===== src/rtl/synapse_arbiter_if.sv =====
// Bundle of the synapse arbiter handshake, weight-write and status signals.
//
// Parameters:
//   N_IN      - number of presynaptic spike channels
//   DATA_SIZE - weight / data_out width
//
// Signals:
//   req_in   [N_IN]      4-phase spike requests from presynaptic neurons
//   ack_in   [N_IN]      4-phase acknowledges back to presynaptic neurons
//   data_out [DATA_SIZE] weight sent to the downstream neuron
//   req_out              4-phase request to the downstream neuron
//   ack_out              4-phase acknowledge from the downstream neuron
//   wr_en                weight write strobe
//   wr_addr  [AW]        weight index
//   wr_data  [DATA_SIZE] weight value
//   busy                 arbiter is not idle
//
// Modports: slave = arbiter side, master = environment side.
interface synapse_arbiter_if #(
    parameter int unsigned N_IN      = 4,
    parameter int unsigned DATA_SIZE = 10
);
    localparam int unsigned AW = (N_IN > 1) ? $clog2(N_IN) : 1;

    logic [N_IN-1:0]      req_in;
    logic [N_IN-1:0]      ack_in;
    logic [DATA_SIZE-1:0] data_out;
    logic                 req_out;
    logic                 ack_out;
    logic                 wr_en;
    logic [AW-1:0]        wr_addr;
    logic [DATA_SIZE-1:0] wr_data;
    logic                 busy;

    modport slave (
        input  req_in,
        input  ack_out,
        input  wr_en,
        input  wr_addr,
        input  wr_data,
        output ack_in,
        output data_out,
        output req_out,
        output busy
    );

    modport master (
        output req_in,
        output ack_out,
        output wr_en,
        output wr_addr,
        output wr_data,
        input  ack_in,
        input  data_out,
        input  req_out,
        input  busy
    );
endinterface


===== src/rtl/synapse_arbiter.sv =====
// Synapse arbiter: round-robin arbitration of N_IN 4-phase spike requests onto a single
// 4-phase link to a downstream neuron, forwarding the per-channel weight on data_out.
//
// Parameters:
//   N_IN        - number of presynaptic spike channels
//   DATA_SIZE   - weight / data_out width
//   WEIGHT_INIT - reset value of every weight register
//
// Ports:
//   clk   - system clock, all state on rising edge
//   rst_n - asynchronous active-low reset
//   bus   - synapse_arbiter_if.slave (req_in/ack_in, req_out/ack_out/data_out,
//           wr_en/wr_addr/wr_data weight write port, busy)
//
// Build option: define SYNAPSE_SYNC_EN to pass req_in and ack_out through 2-flop
// synchronisers (adds 2 clocks to each handshake latency). Without it both are treated
// as synchronous to clk and sampled directly.
module synapse_arbiter #(
    parameter int unsigned N_IN        = 4,
    parameter int unsigned DATA_SIZE   = 10,
    parameter int unsigned WEIGHT_INIT = 0
) (
    input logic              clk,
    input logic              rst_n,
    synapse_arbiter_if.slave bus
);
    localparam int unsigned          AW       = (N_IN > 1) ? $clog2(N_IN) : 1;
    localparam logic [AW-1:0]        LAST_IDX = AW'(N_IN - 1);
    localparam logic [DATA_SIZE-1:0] W_INIT   = DATA_SIZE'(WEIGHT_INIT);

    typedef enum logic [2:0] {StIdle, StLoad, StReq, StRtz, StAck} state_e;

    state_e state_q, state_d;

    logic [N_IN-1:0] req_s;
    logic            ack_s;

`ifdef SYNAPSE_SYNC_EN
    logic [N_IN-1:0] req_meta_q, req_sync_q;
    logic            ack_meta_q, ack_sync_q;

    always_ff @(posedge clk or negedge rst_n) begin
        if (!rst_n) begin
            req_meta_q <= '0;
            req_sync_q <= '0;
            ack_meta_q <= 1'b0;
            ack_sync_q <= 1'b0;
        end else begin
            req_meta_q <= bus.req_in;
            req_sync_q <= req_meta_q;
            ack_meta_q <= bus.ack_out;
            ack_sync_q <= ack_meta_q;
        end
    end

    assign req_s = req_sync_q;
    assign ack_s = ack_sync_q;
`else
    assign req_s = bus.req_in;
    assign ack_s = bus.ack_out;
`endif

    logic [DATA_SIZE-1:0] weight_q [N_IN];
    logic [DATA_SIZE-1:0] sel_q;
    logic [DATA_SIZE-1:0] data_out_q, data_out_d;
    logic [AW-1:0]        grant_q, grant_d;
    logic [AW-1:0]        last_grant_q;
    logic [AW-1:0]        cand;
    logic                 found;
    logic                 req_out_q, req_out_d;
    logic [N_IN-1:0]      ack_in_q, ack_in_d;
    logic [N_IN-1:0]      pending;

    // Weight registers; addresses at or beyond N_IN match no register and are dropped.
    always_ff @(posedge clk or negedge rst_n) begin
        if (!rst_n) begin
            for (int i = 0; i < N_IN; i++) weight_q[i] <= W_INIT;
        end else begin
            for (int i = 0; i < N_IN; i++) begin
                if (bus.wr_en && bus.wr_addr == AW'(i)) weight_q[i] <= bus.wr_data;
            end
        end
    end

    // Round-robin search starting at last_grant+1, wrapping at N_IN-1.
    assign pending = req_s & ~ack_in_q;

    always_comb begin
        cand    = last_grant_q;
        found   = 1'b0;
        grant_d = grant_q;
        for (int i = 0; i < N_IN; i++) begin
            cand = (cand == LAST_IDX) ? '0 : cand + AW'(1);
            if (!found && pending[cand]) begin
                found   = 1'b1;
                grant_d = cand;
            end
        end
    end

    // State register
    always_ff @(posedge clk or negedge rst_n) begin
        if (!rst_n) state_q <= StIdle;
        else        state_q <= state_d;
    end

    // Next-state logic
    always_comb begin
        state_d = state_q;
        unique case (state_q)
            StIdle:  if (found) state_d = StLoad;
            StLoad:  state_d = StReq;
            // Only accept ack_out once our own req_out has actually been seen high.
            StReq:   if (req_out_q && ack_s) state_d = StRtz;
            StRtz:   if (!ack_s) state_d = StAck;
            StAck:   if (!req_s[grant_q]) state_d = StIdle;
            default: state_d = StIdle;
        endcase
    end

    // Output logic: next values of the registered outputs
    always_comb begin
        data_out_d = data_out_q;
        req_out_d  = 1'b0;
        ack_in_d   = '0;
        if (state_q == StLoad) data_out_d = sel_q;
        if (state_q == StReq && state_d == StReq) req_out_d = 1'b1;
        if (state_d == StAck) ack_in_d[grant_q] = 1'b1;
    end

    always_ff @(posedge clk or negedge rst_n) begin
        if (!rst_n) begin
            grant_q      <= '0;
            last_grant_q <= LAST_IDX;
            sel_q        <= '0;
            data_out_q   <= '0;
            req_out_q    <= 1'b0;
            ack_in_q     <= '0;
        end else begin
            // Weight is captured on the grant edge so a same-edge write is not seen,
            // and later writes to this index cannot disturb the event in flight.
            if (state_q == StIdle && found) begin
                grant_q <= grant_d;
                sel_q   <= weight_q[grant_d];
            end
            if (state_q == StAck && state_d == StIdle) last_grant_q <= grant_q;
            data_out_q <= data_out_d;
            req_out_q  <= req_out_d;
            ack_in_q   <= ack_in_d;
        end
    end

    assign bus.data_out = data_out_q;
    assign bus.req_out  = req_out_q;
    assign bus.ack_in   = ack_in_q;
    assign bus.busy     = (state_q != StIdle);
endmodule


===== src/flat_wrapper.sv =====
// flat-port wrapper written by rule: the top's interface ports become plain ports
module synapse_arbiter_flat 
#(
    parameter int unsigned N_IN        = 4,
    parameter int unsigned DATA_SIZE   = 10,
    parameter int unsigned WEIGHT_INIT = 0
)
  (clk, rst_n, bus_req_in, bus_ack_out, bus_wr_en, bus_wr_addr, bus_wr_data, bus_ack_in, bus_data_out, bus_req_out, bus_busy);
  synapse_arbiter_if #(.N_IN(N_IN), .DATA_SIZE(DATA_SIZE)) bus_i ();
  input logic clk;
  input logic rst_n;
  input wire logic [$bits(bus_i.req_in)-1:0] bus_req_in;
  input wire logic [$bits(bus_i.ack_out)-1:0] bus_ack_out;
  input wire logic [$bits(bus_i.wr_en)-1:0] bus_wr_en;
  input wire logic [$bits(bus_i.wr_addr)-1:0] bus_wr_addr;
  input wire logic [$bits(bus_i.wr_data)-1:0] bus_wr_data;
  output wire logic [$bits(bus_i.ack_in)-1:0] bus_ack_in;
  output wire logic [$bits(bus_i.data_out)-1:0] bus_data_out;
  output wire logic [$bits(bus_i.req_out)-1:0] bus_req_out;
  output wire logic [$bits(bus_i.busy)-1:0] bus_busy;
  assign bus_i.req_in = bus_req_in;
  assign bus_i.ack_out = bus_ack_out;
  assign bus_i.wr_en = bus_wr_en;
  assign bus_i.wr_addr = bus_wr_addr;
  assign bus_i.wr_data = bus_wr_data;
  assign bus_ack_in = bus_i.ack_in;
  assign bus_data_out = bus_i.data_out;
  assign bus_req_out = bus_i.req_out;
  assign bus_busy = bus_i.busy;
  synapse_arbiter #(.N_IN(N_IN), .DATA_SIZE(DATA_SIZE), .WEIGHT_INIT(WEIGHT_INIT)) u_core (.clk(clk), .rst_n(rst_n), .bus(bus_i));
endmodule

===== config.mk =====
export PLATFORM = sky130hd
export DESIGN_NAME = synapse_arbiter_flat
export DESIGN_NICKNAME = d
export VERILOG_FILES = /design/src/rtl/synapse_arbiter_if.sv /design/src/rtl/synapse_arbiter.sv /design/src/flat_wrapper.sv
export SDC_FILE = /design/constraint.sdc
export NUM_CORES = 1
export LEC_CHECK = 0
export BUFFER_PORTS_ARGS = -buffer_cell sky130_fd_sc_hd__buf_4
export CELL_PAD_IN_SITES_DETAIL_PLACEMENT = 0
export CELL_PAD_IN_SITES_GLOBAL_PLACEMENT = 2
export CORE_AREA = 4 4 103 105
export DETAILED_ROUTE_END_ITERATION = 10
export DIE_AREA = 0 0 107 109
export MAX_ROUTING_LAYER = met4
export PLACE_DENSITY_LB_ADDON = 0.1
export SYNTH_ARGS = -nofsm -noshare
export SYNTH_HDL_FRONTEND = slang
export SYNTH_SLANG_ARGS = --single-unit

===== constraint.sdc =====
create_clock -name clk -period 2.02 [get_ports clk]
set_input_delay 0.404 -clock clk [delete_from_list [all_inputs] [get_ports clk]]
set_output_delay 0.404 -clock clk [all_outputs]
set_load 0.01 [all_outputs]

Word-level counts from Yosys, hierarchy flattened
Cells that the tools add are included.
{"block": "word_totals", "register_bits": 72, "latch_bits": 0, "mem_bits_rw": 0, "mem_bits_ro": 0, "input_bits": 20, "out_inout_bits": 16, "wordCells": 91, "n_memories": 0}
{"block": "op_classes", "addsub": 4, "n_mul": 0, "div_mod_pow": 0, "order_cmp": 7, "eq_ne": 13, "shift": 0, "muxes": 34, "n_bitwise": 3, "n_reduce_logical": 19}
{"op": "binary-select mux 10 bit (select 2 bit)", "n": 1}
{"op": "2-to-1 mux 10 bit", "n": 2}
{"op": "2-to-1 mux 2 bit", "n": 8}
{"op": "< comparator 2 x 3 -> 1 bit (second input constant)", "n": 5}
{"op": "one-hot mux 3 bit (5 select lines)", "n": 1}
{"op": "== test 2 bit (second input constant)", "n": 6}
{"op": "logical AND 1 bit", "n": 12}
{"op": "2-to-1 mux 3 bit", "n": 4}
{"op": "2-to-1 mux 1 bit", "n": 11}
{"op": "binary-select mux 1 bit (select 2 bit)", "n": 5}
{"op": "== test 3 x 2 -> 1 bit (second input constant)", "n": 3}
{"op": "adder 2 x 1 -> 2 bit (second input constant)", "n": 4}
{"op": "== test 3 bit (second input constant)", "n": 2}
{"op": "logical NOT 3 bit", "n": 2}
{"op": "bitwise AND 4 bit", "n": 1}
{"op": "2-to-1 mux 4 bit", "n": 1}
{"op": "NOT 4 bit", "n": 1}
{"op": "== test 3 x 1 -> 1 bit (second input constant)", "n": 1}
{"op": "greater-or-equal comparator 3 bit (second input constant)", "n": 1}
{"op": "logical NOT 1 bit", "n": 3}
{"op": "NOT 2 -> 3 bit", "n": 1}
{"op": "nonzero test 3 bit", "n": 1}
{"op": "demux 1 bit (select 2 bit)", "n": 1}
{"op": "== test 2 x 1 -> 1 bit (second input constant)", "n": 1}
{"op": "other kinds (2)", "n": 2}

Longest topological paths before layout
{"block": "logic_depth", "depth_word": 19, "mapped_depth": 9, "depth_no_buf": 7}

Worst setup path before layout
OpenSTA, ideal clock, no wires.
{"block": "synth_path", "kind": "register -> register", "startpoint": "register u_core.last_grant_q[0]", "endpoint": "register u_core.sel_q[0]", "setup_time_ns": 0.133, "arrival_ns": 2.049, "required_time_ns": 1.887, "setup_slack_ns": -0.162, "stages_incl_launch_ff": 9, "synth_period_minus_slack_ns": 2.182, "cell_sequence": "dfstp_2 ha_1 buf_2 nor4_1 a211oi_1 o211ai_1 buf_2 mux2i_1 o221ai_2"}
{"block": "synth_between", "elab_chain_len": 18}
{"element": "start, declared", "line_no": "synapse_arbiter.sv:67", "rtl": "logic [AW-1:0] last_grant_q;"}
{"element": "start signal, assigned", "line_no": "synapse_arbiter.sv:146", "rtl": "if (state_q == StAck && state_d == StIdle) last_grant_q <= grant_q;"}
{"element": "adder 2 x 1 -> 2 bit or == test 2 bit (tied branches)", "line_no": "synapse_arbiter.sv:93", "rtl": "cand = (cand == LAST_IDX) ? '0 : cand + AW'(1);"}
{"element": "2-to-1 mux 2 bit (*)", "line_no": "synapse_arbiter.sv:93"}
{"element": "parallel branches: the longest is 16 deep, another holds adder 2 x 1 -> 2 bit"}
{"element": "end signal, assigned", "line_no": "synapse_arbiter.sv:144", "rtl": "sel_q <= weight_q[grant_d];"}
{"element": "end, declared", "line_no": "synapse_arbiter.sv:64", "rtl": "logic [DATA_SIZE-1:0] sel_q;"}
Mark *: on every way between the ends. The select of a mux whose other input is x is not followed.
A chain may end at the register's enable or synchronous reset.

Worst setup path in the final report
{"block": "layout_path", "startpoint": "register u_core.last_grant_q[0]", "endpoint": "register u_core.sel_q[7]"}
The elaborated chain is that of the path after synthesis.

==> reports/metrics.cfg <==
[outcome]
status = finished, violations left
violations = negative setup slack

[sta]
min_period_ns = 2.14
period_share = 1.06
tns_ns = -1.12
setup_ws_ns = -0.119
relSlewSlack = 0.714
rsz0062_at_grt = yes
setup_viol_count_final = 11
fin_skew_ns = 0.0124
tightest_slew_ns = 0.428
slew_viol_final = 0
final_hold_viol_count = 0
fmax_mhz = 467

[global_routing]
grt_pass1_wl_um = 12500
grt_pass1_vias = 2435
gr-usage-all-layers = 0.146
grtUsageMet1 = 0.172
grt_use_met3 = 0.0272
grt-ovfl-total = 0
grt_max_degree = 49
grtUsageMet2 = 0.246
busiest_layer = met2
antenna_found_initial = 0

[placement]
io_buffer_count = 35
gp_congestion = 0.801
place_ws_ns = -0.165
dpl_cell_area_um2 = 4050
dpl.hpwl_um = 5100

[clock_network]
clk_latency_ns = 0.35
root_buffer = clkbuf_8
clockBufferDepth = 2
cts_tree = built
htree_levels = 3
clk_pin_slew_worst_paths_ns = 0.08
clkSinkCount = 72
numCtsBuffers = 9

[die]
rows = 36
die_area_um2 = 11700
fp.dieH_um = 109
die_x_um = 107
ios = 36
core-area_um2 = 9640
initial_core_util = 0.347

[cells_and_area]
layout.nets = 351
fin_util = 0.465
final_area_um2 = 4480
diodes = 0
syn2layout_area_growth_pct = 34.1
drive_above_1_share = 0.539

[logic_synthesis]
synth_area_um2 = 3340
synth_top_area_cell = dfrtp_1
synth_top_cell_area_share = 0.524
synth.distinct_cells = 39
ys_top_cells_by_area = dfrtp_1 (52%), mux2_2 (18%), mux2i_1 (6.0%)
synth_commonest_cells = dfrtp_1 (70), mux2_2 (52), mux2i_1 (20), nand2_1 (17), nor2_1 (11)
syn_area_per_cell_um2 = 12.9
synth.most_common_cell = dfrtp_1
ys.flop_type = dfrtp_1
synthCells = 259
yosysWarnings = 0
synth_enable_flop_cells = 0
ys_seq_area_frac = 0.540
synth-async-reset-ratio = 1.00
synth-seq-cells = 72
synth_nets = 280

[worst_setup_path]
cp.required_ns = 2.24
arrival_ns = 2.35
path_class = flip-flop to flip-flop
cp_max_fo = 10
cp-start-kind = flip-flop
end_kind = flip-flop

[detailed_routing]
via_per_inst = 4.94
drt_wl_total_um = 7620
ant_nets = 0
drt_first_iter_violations = 56
wl_per_cell_um = 16.3
drtPass1Iterations = 4
drc = 0
num_vias = 2305

[flow_run]
max_cap_viol_count = 0

[hold_path]
hold_class = input pin to flip-flop

[power_and_ir_drop]
powerDensity_nw_per_um2 = 1570
power_leakage_nw = 1.96
irDropWorstVdd_mv = 0.627

worst paths after layout:
check | start | endpoint | slack (ns) | cells after the start
setup / recovery | u_core.last_grant_q[0] | u_core.sel_q[7] | -0.12 | 8
hold / removal | bus_wr_data[0] | u_core.weight_q[20] | 0.31 | 2
setup reg to reg | u_core.last_grant_q[0] | u_core.sel_q[7] | -0.12 | 8
hold reg to reg | u_core.sel_q[7] | u_core.sel_q[7] | 0.50 | 2
max in group asynchronous | rst_n | u_core.last_grant_q[0] | 0.90 | 3
min in group asynchronous | rst_n | u_core.weight_q[10] | 0.50 | 2
cell type report:
| cell class | count | area [µm²] |
|---|---|---|
| clock buffers | 10 | 138 |
| clock inverters | 5 | 129 |
| well taps | 133 | 166 |
| flip-flops and latches | 72 | 1800 |
| fillers | 914 | 5160 |
| inverters | 1 | 3.75 |
| repair buffers | 77 | 652 |
| multi-input cells | 169 | 1590 |
state kept, by name, indices dropped and copies added, names as in the netlist:
name                 flops
u_core.grant_q           2
u_core.bus.req_out       1
u_core.weight_q         40
u_core.bus.ack_in        4
u_core.last_grant_q      2
u_core.sel_q            10
u_core.state_q           3
u_core.bus.data_out     10
cells by family after synthesis:
kind of cell	Yosys count	share of synthesized area
muxes	73	0.242
DFF	72	0.540
and+or+nand+nor	53	0.0816
AOI/OAI and AO/OA	42	0.108
buffers and inverters	18	0.0247
adders and majority gates	1	0.00374
placed cells by master, fill, tap and decap left out, types with 3 or more instances in the layout:
master      n
nor2_1     10
nor3b_1     3
o21ai_1     4
mux2i_1     7
nor2b_1     6
clkbuf_8   10
nand2_1    17
o221ai_2   10
o211ai_1    3
mux2_2     52
o21ai_0     5
nand2b_1    3
mux2i_2    11
a21oi_1     6
buf_4      70
bufinv_16   4
buf_12      4
dfrtp_1    70
what timing repair did:
item,4_1_cts,5_1_grt
gates cloned,0,2
pin swaps,1,1
setup buffers,0,2
hold buffers,1,0
endpoints found under the hold margin,24,0
gates resized for setup,1,26
endpoints found under the setup margin,11,11
through the flow:
| step | cells | hold slack [ns] | power (W) |
|---|---|---|---|
| after floorplan | 259 | 0.108 | 0.00398 |
| after global placement | 447 | 0.335 | 0.00508 |
| after detailed placement | 447 | 0.340 | 0.00509 |
| after CTS | 463 | 0.297 | 0.00666 |
| after global routing | 467 | 0.302 | 0.00749 |
| final | 467 | 0.309 | 0.00704 |
critical path, cell delays in order (launching register included):
cell and delay [ns]:
dfstp_2 0.57, ha_4 0.23, nor4_4 0.26, a211oi_2 0.08, o211ai_1 0.18, buf_4 0.19, buf_12 0.16, mux2i_2 0.24
o221ai_2 0.11
metal layers:
layer  up-vias  wire length (µm)
met3        12               212
met1      1160              3400
met5         -                 0
met4         0               146
li1       1101                 -
met2        32              3860
where the power goes:
part | switching [W] | leakage, nW | internal, W
clock network | 0.000528 | 0.133 | 0.000975
logic | 0.00154 | 0.950 | 0.00186
registers | 0.000254 | 0.873 | 0.00189
Note: power is estimated with default switching activity, not from simulation.
